File: src/rtl/noc_output_allocator.sv
// Per-output switch allocator for the 5-port wormhole router: round-robin head
// arbitration, wormhole lock until tail, and downstream credit accounting.

module noc_oa_port_dec (
  input  logic       i_req,
  input  logic [1:0] i_type,
  output logic       o_head,
  output logic       o_body,
  output logic       o_tail
);
  assign o_head = i_req && (i_type == 2'b01);
  assign o_body = i_req && (i_type == 2'b10);
  assign o_tail = i_req && (i_type == 2'b11);
endmodule

module noc_output_allocator #(
  parameter int NPORTS    = 5,
  parameter int BUF_DEPTH = 4,
  parameter int CNT_W     = 3
) (
  input  logic                  i_clk,
  input  logic                  i_rst_n,
  input  logic [NPORTS-1:0]     i_req,
  input  logic [2*NPORTS-1:0]   i_in_type,
  input  logic                  i_credit_in,
  output logic [NPORTS-1:0]     o_grant,
  output logic [2:0]            o_sel,
  output logic                  o_out_valid,
  output logic                  o_locked,
  output logic [2:0]            o_owner,
  output logic [CNT_W-1:0]      o_credit_cnt,
  output logic                  o_cred_err,
  output logic                  o_proto_err
);

  typedef enum logic {S_IDLE, S_LOCKED} state_t;

  state_t              r_state, w_state_nxt;
  logic [2:0]          r_last, r_owner, r_sel;
  logic [NPORTS-1:0]   r_grant, w_grant_nxt;
  logic                r_out_valid;
  logic [CNT_W-1:0]    r_cnt, w_cnt_nxt;
  logic                r_cred_err, r_proto_err;

  logic [NPORTS-1:0]   w_head, w_body, w_tail, w_bt;
  logic [2:0]          w_win;
  logic                w_found, w_send, w_proto, w_ovf, w_has_cred;

  for (genvar g = 0; g < NPORTS; g++) begin : g_dec
    noc_oa_port_dec u_dec (
      .i_req  (i_req[g]),
      .i_type (i_in_type[2*g +: 2]),
      .o_head (w_head[g]),
      .o_body (w_body[g]),
      .o_tail (w_tail[g])
    );
  end
  assign w_bt       = w_body | w_tail;
  assign w_has_cred = (r_cnt != '0);

  always_comb begin
    w_state_nxt = r_state;
    w_grant_nxt = '0;
    w_win       = r_owner;
    w_found     = 1'b0;
    w_send      = 1'b0;
    w_proto     = 1'b0;
    case (r_state)
      S_IDLE: begin
        w_proto = |w_bt;
        if ((|w_head) && w_has_cred) begin
          // scan starts just past the previous winner
          for (int k = 1; k <= NPORTS; k++) begin
            if (!w_found && w_head[3'((int'(r_last) + k) % NPORTS)]) begin
              w_found = 1'b1;
              w_win   = 3'((int'(r_last) + k) % NPORTS);
            end
          end
          w_send             = 1'b1;
          w_grant_nxt[w_win] = 1'b1;
          w_state_nxt        = S_LOCKED;
        end
      end
      S_LOCKED: begin
        w_proto = w_head[r_owner];
        if (w_bt[r_owner] && w_has_cred) begin
          w_send               = 1'b1;
          w_grant_nxt[r_owner] = 1'b1;
          if (w_tail[r_owner]) w_state_nxt = S_IDLE;
        end
      end
      default: w_state_nxt = S_IDLE;
    endcase
  end

  // a returned credit with a full counter and nothing leaving is an overflow
  assign w_ovf = i_credit_in && !w_send && (r_cnt == CNT_W'(BUF_DEPTH));

  always_comb begin
    w_cnt_nxt = r_cnt;
    if (!w_ovf) begin
      case ({w_send, i_credit_in})
        2'b10:   w_cnt_nxt = r_cnt - CNT_W'(1);
        2'b01:   w_cnt_nxt = r_cnt + CNT_W'(1);
        default: w_cnt_nxt = r_cnt;
      endcase
    end
  end

  always_ff @(posedge i_clk or negedge i_rst_n) begin
    if (!i_rst_n) begin
      r_state     <= S_IDLE;
      r_last      <= 3'(NPORTS - 1);
      r_owner     <= '0;
      r_sel       <= '0;
      r_grant     <= '0;
      r_out_valid <= 1'b0;
      r_cnt       <= CNT_W'(BUF_DEPTH);
      r_cred_err  <= 1'b0;
      r_proto_err <= 1'b0;
    end else begin
      r_state     <= w_state_nxt;
      r_grant     <= w_grant_nxt;
      r_out_valid <= w_send;
      r_cnt       <= w_cnt_nxt;
      if (w_send) r_sel <= w_win;
      if (w_send && r_state == S_IDLE) begin
        r_owner <= w_win;
        r_last  <= w_win;
      end
      if (w_ovf)   r_cred_err  <= 1'b1;
      if (w_proto) r_proto_err <= 1'b1;
    end
  end

  assign o_grant      = r_grant;
  assign o_sel        = r_sel;
  assign o_out_valid  = r_out_valid;
  assign o_locked     = (r_state == S_LOCKED);
  assign o_owner      = r_owner;
  assign o_credit_cnt = r_cnt;
  assign o_cred_err   = r_cred_err;
  assign o_proto_err  = r_proto_err;

endmodule
File: config.mk
export PLATFORM = sky130hd
export DESIGN_NAME = noc_output_allocator
export DESIGN_NICKNAME = d
export VERILOG_FILES = /design/src/rtl/noc_output_allocator.sv
export SDC_FILE = /design/constraint.sdc
export NUM_CORES = 1
export LEC_CHECK = 0
export BUFFER_PORTS_ARGS = -buffer_cell sky130_fd_sc_hd__buf_2
export CAP_MARGIN = 20
export CORE_MARGIN = 8
export CORE_UTILIZATION = 45
export CTS_CLUSTER_SIZE = 20
export DETAILED_ROUTE_END_ITERATION = 8
export PLACE_DENSITY = 0.63
export SLEW_MARGIN = 20
export SYNTH_ARGS = -nofsm -noshare
export SYNTH_HDL_FRONTEND = slang
export SYNTH_HIERARCHICAL = 1
export SYNTH_SLANG_ARGS = --single-unit
File: constraint.sdc
create_clock -name i_clk -period 12.76 [get_ports i_clk]
set_input_delay 2.552 -clock i_clk [delete_from_list [all_inputs] [get_ports i_clk]]
set_output_delay 2.552 -clock i_clk [all_outputs]
set_load 0.03 [all_outputs]
# Yosys cells after proc, flatten, opt, wreduce, memory -nomap -nowiden
# Index checks and enable logic that the tools add are counted.
[word_totals] out_inout_bits=18 inputBits=18 regBits=21 wordCells=144
[op_classes] bitwise_logic=3 n_reduce_logical=36 n_mux=57 n_div=5 eq_ne=18 n_lt_le_gt_ge=9 n_addsub=7
[op_table] operator="32-bit by 4-bit remainder unit with 32-bit output (second input constant)" n=5
[op_table] operator="1-bit two-way mux" n=31
[op_table] operator="3-bit two-way mux" n=9
[op_table] operator="1-bit logical AND" n=26
[op_table] operator="3-bit by 5-bit < comparator with 1-bit output (second input constant)" n=5
[op_table] operator="1-bit binary-select mux with 3-bit select" n=8
[op_table] operator="2-bit == test (second input constant)" n=11
[op_table] operator="2-bit by 1-bit == test with 1-bit output (second input constant)" n=6
[op_table] operator="5-bit two-way mux" n=2
[op_table] operator="5-bit case mux with 2 select lines" n=1
[op_table] operator="5-bit OR reduction" n=2
[op_table] operator="3-bit by 2-bit adder with 4-bit output (second input constant)" n=2
[op_table] operator="3-bit by 3-bit adder with 4-bit output (second input constant)" n=2
[op_table] operator="3-bit by 4-bit < comparator with 1-bit output (second input constant)" n=2
[op_table] operator="1-bit demux with 3-bit select" n=2
[op_table] operator="3-bit by 1-bit greater-or-equal comparator with 1-bit output (second input constant)" n=2
[op_table] operator="1-bit case mux with 2 select lines" n=3
[op_table] operator="3-bit case mux with 2 select lines" n=1
[op_table] operator="1-bit zero test" n=5
[op_table] operator="5-bit OR" n=1
[op_table] operator="3-bit by 1-bit adder with 4-bit output (second input constant)" n=1
[op_table] operator="3-bit by 1-bit adder with 3-bit output (second input constant)" n=1
[op_table] operator="3-bit == test (second input constant)" n=1
[op_table] operator="3-bit nonzero test" n=1
[op_table] operator="other kinds (4)" n=5

# Depth between registers and ports, before layout
[logic_depth] word_depth=34 mapped_depth=22 mapped_depth_nobuf=17

# By module
# Netlist, hierarchy kept.
[by_module_without_submodules] mod="noc_output_allocator" instances=1 seq_area_each_um2=478.0 cells_per_inst=404 area_per_inst_um2=3175.5
[by_module_without_submodules] mod="noc_oa_port_dec" instances=5 seq_area_each_um2=0.0 cells_per_inst=3 area_per_inst_um2=25.0

# Worst setup path after synthesis
# No wires, ideal clock.
[synth_path] path_type="input-to-reg" start="input i_req[1]" end="register r_cnt[2], in the netlist o_credit_cnt[2]" path_slack_ps=7489 n_path_buf=1 t_arrival_ps=5192 cell_stages=10 setup_ps=78 required_ps=12682 cell_sequence="and3b_1 > clkbuf_1 > or4_1 > o21ai_0 > nor2_1 > nor2_1 > nand2_1 > fa_1 > or3_1 > a31o_2"
[synth_via] elab_chain_cells=12 elab_cells_between_ends=21 classes_between="eq/ne: 2; mux: 6; bitwise: 2; reduce/logical: 11"
[synth_rtl] item="start: declaration" line_no="23" source="input logic [NPORTS-1:0] i_req,"
[synth_rtl] item="1-bit logical AND, on equally long branches" line_no="12, 13"
[synth_rtl] item="5-bit OR" line_no="58" source="assign w_bt = w_body | w_tail;"
[synth_rtl] item="1-bit binary-select mux with 3-bit select" line_no="86" source="if (w_bt[r_owner] && w_has_cred) begin"
[synth_rtl] item="1-bit two-way mux (not written as such)" line_no="86"
[synth_rtl] item="1-bit logical AND" line_no="86"
[synth_rtl] item="1-bit two-way mux" line_no="86"
[synth_rtl] item="1-bit case mux with 2 select lines (*)" line_no="68" source="case (r_state)"
[synth_rtl] item="parallel branches: the longest is 5 deep, another holds 2-bit by 1-bit == test with 1-bit output"
[synth_rtl] item="end signal: assignment" line_no="118" source="r_cnt <= CNT_W'(BUF_DEPTH);"
[synth_rtl] item="end signal: assignment" line_no="125" source="r_cnt <= w_cnt_nxt;"
[synth_rtl] item="end: declaration" line_no="42" source="logic [CNT_W-1:0] r_cnt, w_cnt_nxt;"
# Every way passes the cells marked *. The select of a mux whose other input is x is not followed.
# A chain may end at the register's enable or synchronous reset.

# Worst setup path in the final report
[layout_path] start="register r_last[1]" end="register r_grant[2], in the netlist o_grant[2]"
[layout_via] elab_chain_cells=34 elab_cells_between_ends=59 classes_between="add/sub: 5; div: 5; order compare: 2; mux: 38; reduce/logical: 9"
[layout_rtl] item="start: declaration" line_no="39" source="logic [2:0] r_last, r_owner, r_sel;"
[layout_rtl] item="start signal: assignment" line_no="113" source="r_last <= 3'(NPORTS - 1);"
[layout_rtl] item="start signal: assignment" line_no="129" source="r_last <= w_win;"
[layout_rtl] item="3-bit by 1-bit adder with 4-bit output" line_no="74, 76"
[layout_rtl] item="32-bit by 4-bit remainder unit with 32-bit output" line_no="74, 76"
[layout_rtl] item="1-bit binary-select mux with 3-bit select" line_no="74" source="if (!w_found && w_head[3'((int'(r_last) + k) % NPORTS)]) begin"
[layout_rtl] item="1-bit two-way mux (not written as such) (2 in series)" line_no="74"
[layout_rtl] item="1-bit two-way mux" line_no="74"
[layout_rtl] item="1-bit two-way mux" line_no="71" source="if ((|w_head) && w_has_cred) begin"
[layout_rtl] item="1-bit two-way mux" line_no="68"
[layout_rtl] item="1-bit zero test" line_no="74"
[layout_rtl] item="[... 18 more ...]"
[layout_rtl] item="3-bit two-way mux (*)" line_no="68"
[layout_rtl] item="3-bit by 4-bit < comparator with 1-bit output (not written as such) or 3-bit by 1-bit greater-or-equal comparator with 1-bit output (tied branches)" line_no="80" source="w_grant_nxt[w_win] = 1'b1;"
[layout_rtl] item="1-bit logical AND (not written as such)" line_no="80"
[layout_rtl] item="1-bit two-way mux (not written as such)" line_no="80"
[layout_rtl] item="1-bit demux with 3-bit select (*)" line_no="80"
[layout_rtl] item="5-bit two-way mux (*)" line_no="71"
[layout_rtl] item="5-bit case mux with 2 select lines (*)" line_no="68"
[layout_rtl] item="via w_grant_nxt[2]" line_no="40" source="logic [NPORTS-1:0] r_grant, w_grant_nxt;"
[layout_rtl] item="end signal: assignment" line_no="123" source="r_grant <= w_grant_nxt;"
[layout_rtl] item="end: declaration" line_no="40"
# The timed path passes the listed nets; every way through them passes the cells marked *. The select of a mux whose other input is x is not followed.

==> out/results.tsv <==
stage	metric	value	unit
global_route	grt ovf	0	
status	status	finished, final reports clean	
synthesis	YS warnings	6	
synthesis	Mapped Cells	419	
global_route	gr busiest metal	met2	
global_route	largest net degree at the start of global routing	37	
timing	setup TNS	0	ns
min_path	Hold Path Class	reg2reg	
cts	post-CTS setup repair buffer count	0	
synthesis	number of synthesized flops with an enable pin	0	
timing	crit share post-route	42.7	%
setup_path	Startpoint Class	flip-flop	
setup_path	cell breakdown of the critical path	clkinv_1 -> ha_1 -> clkinv_1 -> o22ai_1 -> nor2_1 -> ha_1 -> nor2b_1 -> a21oi_1 -> a221o_1 -> or3b_1 -> a22oi_2 -> nor3_1 -> o21ai_1 -> o211ai_1 -> o31ai_1	
route	wirelength, routed	9010	microns
layout	Layout Area Growth over Synthesis	6.94	%
cts	Clock Tree Buf Depth	2	
setup_path	Data arrival, critical path	5.58	ns
cts	CTS clk-pin slew, worst paths	0.07	ns
timing	post-route setup slack	7.31	ns
route	Residual DRC	0	
timing	Fmax	0.184	GHz
layout	Filler cells	718	
setup_path	WP data required	12.90	ns
global_route	vias in the first global route	3191	
global_route	All-Layer GR Usage	17.5	%
setup_path	Crit path largest cell delay	0.95	ns
placement	Detail Placement HPWL	6900	microns
die	Initial Utilization	46.0	%
layout	FF+latch area	478	sq um
setup_path	Critical-path top delay cell	ha_1	
route	vias	3415	
setup_path	class of the most critical setup path	reg2reg	
synthesis	Async SR Flop Fraction	100	%
timing	Slew Viols, Final	0	
global_route	M2 GR Usage	28.4	%
synthesis	Post-Syn Nets	462	
route	DR WL/cell	16.9	microns
layout	Antenna Cells	0	
synthesis	Synth Cell Area	3300	sq um
setup_path	CP Buf/Inv Count	2	
cts	PostCTS Resize Cnt	0	
placement	RD Place Congestion	0.914	
timing	RSZ-0062 raised after global routing	no	
layout	share of cells above drive strength 1	16.3	%
timing	Fin. Hold Viols	0	
cts	H-tree Lvls	1	
flow_run	maxcap violations	0	
die	number of top-level pins	36	
layout	nets@finish	479	
cts	Worst-Skew Late Latency	0.26	ns
cts	CTS tree	done	
placement	PortBufs	35	
timing	relative slew slack	48.8	%
synthesis	sequential share of the synthesized area	14.5	%
global_route	first-pass GRT wire length	14900	microns
route	Pre-antenna DRT Iters	6	
setup_path	Worst Path Max Fanout	24	
cts	CTS root buffer	clkbuf_8	
timing	endpoints failing setup	0	
synthesis	Netlist cell types	78	
die	row cnt	31	
min_path	Hold Crit Endpoint	o_cred_err	
route	Initial DRC Count	220	
route	vias per inst	6.40	
die	die width	102	microns
cts	clock sink count	19	
min_path	Hold Path Cell Cnt	1	
timing	clk_skew	0.00590	ns
setup_path	RR Startpoint	r_last[1]	
global_route	grt met1 use	23.7	%
setup_path	Crit. End Element	flip-flop	
setup_path	Reg-to-Reg End	o_grant[2]	
synthesis	Synth Register Bits	19	
die	Die Ht	102	microns
timing	Tightest Pin Transition	0.769	ns
min_path	min-delay src	o_cred_err	
die	Placeable Area	7180	sq um
synthesis	syn avg cell area	7.88	sq um
setup_path	Worst R2R Path Depth	15	
cts	CTS Hold Bufs	0	
global_route	initial antenna violation count	0	
timing	fin crit period	5.45	ns
placement	Place WS	7.16	ns
route	post-route ant nets	0	
layout	area of the multi-input gates	2590	sq um
setup_path	internal reg-to-reg setup slack	7.31	ns
global_route	GRT met3 Usage	2.41	%
cts	CTS buffer count	3	
synthesis	ys flop type	dfrtp_1	
die	die area	10300	sq um
setup_path	Crit path max-delay family	compound AO/OA/AOI/OAI gates	
## cell usage in the layout, fill, tap and decap left out, drive strengths merged, types with 10 or more instances in the layout
cell type | Yosys | routed
buf | 12 | 37
a21oi | 29 | 29
nor2 | 26 | 26
ha | 24 | 24
inv | 24 | 24
nand2 | 22 | 22
mux2i | 19 | 19
dfrtp | 17 | 17
o21ai | 17 | 17
a211oi | 11 | 11
nand3 | 11 | 11
nor2b | 10 | 10
and3b | 10 | 10
## worst max path at each step
stage	depth (start not counted)	end	slack [ns]	from
finish	15	o_grant[2]	7.31	r_last[1]
detailed placement	11	o_grant[2]	7.16	i_in_type[7]
CTS	11	o_grant[2]	7.41	i_in_type[7]
global placement	11	o_grant[2]	7.22	i_in_type[7]
global route	15	o_grant[2]	6.99	r_last[1]
floorplan	10	o_credit_cnt[2]	7.49	i_req[1]
## cells by family (layout without fill, tap and decap cells)
kind of cell / Yosys count / in the layout / synth area share, %
fa+ha+maj: 25 / 25 / 9.70
buf+inv: 51 / 67 / 6.90
simple gates: 145 / 145 / 25.2
mux: 26 / 26 / 9.86
xor+xnor: 7 / 7 / 2.31
flops: 19 / 19 / 14.5
compound gates: 146 / 146 / 31.5
## flip-flops by register name, indices dropped and copies added, names as in the netlist
signal	cells
o_out_valid	1
o_locked	1
o_cred_err	1
o_grant	5
o_credit_cnt	3
o_owner	1
r_last	3
o_proto_err	1
o_sel	3
## Yosys cell counts (all sizes together) (8+ instances only)
| cell type | n | share of area (%) |
|---|---|---|
| buf | 12 | 2.5 |
| a21oi | 29 | 4.4 |
| ha | 24 | 9.1 |
| a211oi | 11 | 2.5 |
| nand2 | 22 | 2.5 |
| and3 | 8 | 1.7 |
| inv | 24 | 2.7 |
| nor2b | 10 | 1.9 |
| o211ai | 9 | 2.0 |
| o22ai | 9 | 1.7 |
| o21ai | 17 | 2.6 |
| mux2i | 19 | 5.8 |
| a211o | 9 | 2.4 |
| and3b | 10 | 2.7 |
| dfrtp | 17 | 13 |
| nor2 | 26 | 3.0 |
| clkbuf | 13 | 1.5 |
| nor3 | 9 | 1.4 |
| nand3 | 11 | 1.7 |
## through the flow
stage | hold WS, ns | std cells | cell area [sq um] | utilization, %
finish | 0.464 | 534 | 3530 | 49.2
CTS | 0.470 | 534 | 3530 | 49.2
global route | 0.486 | 534 | 3530 | 49.2
detailed placement | 0.452 | 530 | 3480 | 48.6
floorplan | 0.636 | 419 | 3300 | -
global placement | 0.445 | 530 | 3480 | 48.6
## area by class of cell
| class | count | share of cell area (%) |
|---|---|---|
| Multi-Input combinational cell | 349 | 73.5 |
| Sequential cell | 19 | 13.5 |
| Timing Repair Buffer | 37 | 5.39 |
| Tap cell | 99 | 3.51 |
| Inverter | 26 | 2.76 |
| Clock buffer | 4 | 1.28 |
## routing by layer
metal / share of wire, % / vias to the layer above
li1: - / 1633
met1: 46 / 1621
met2: 47 / 143
met3: 5.7 / 18
met4: 1.6 / 0
met5: 0 / -
Power is left out: the tool's default activity adds up to more than one toggle a clock period on the data nets, which glitch-free logic cannot reach.
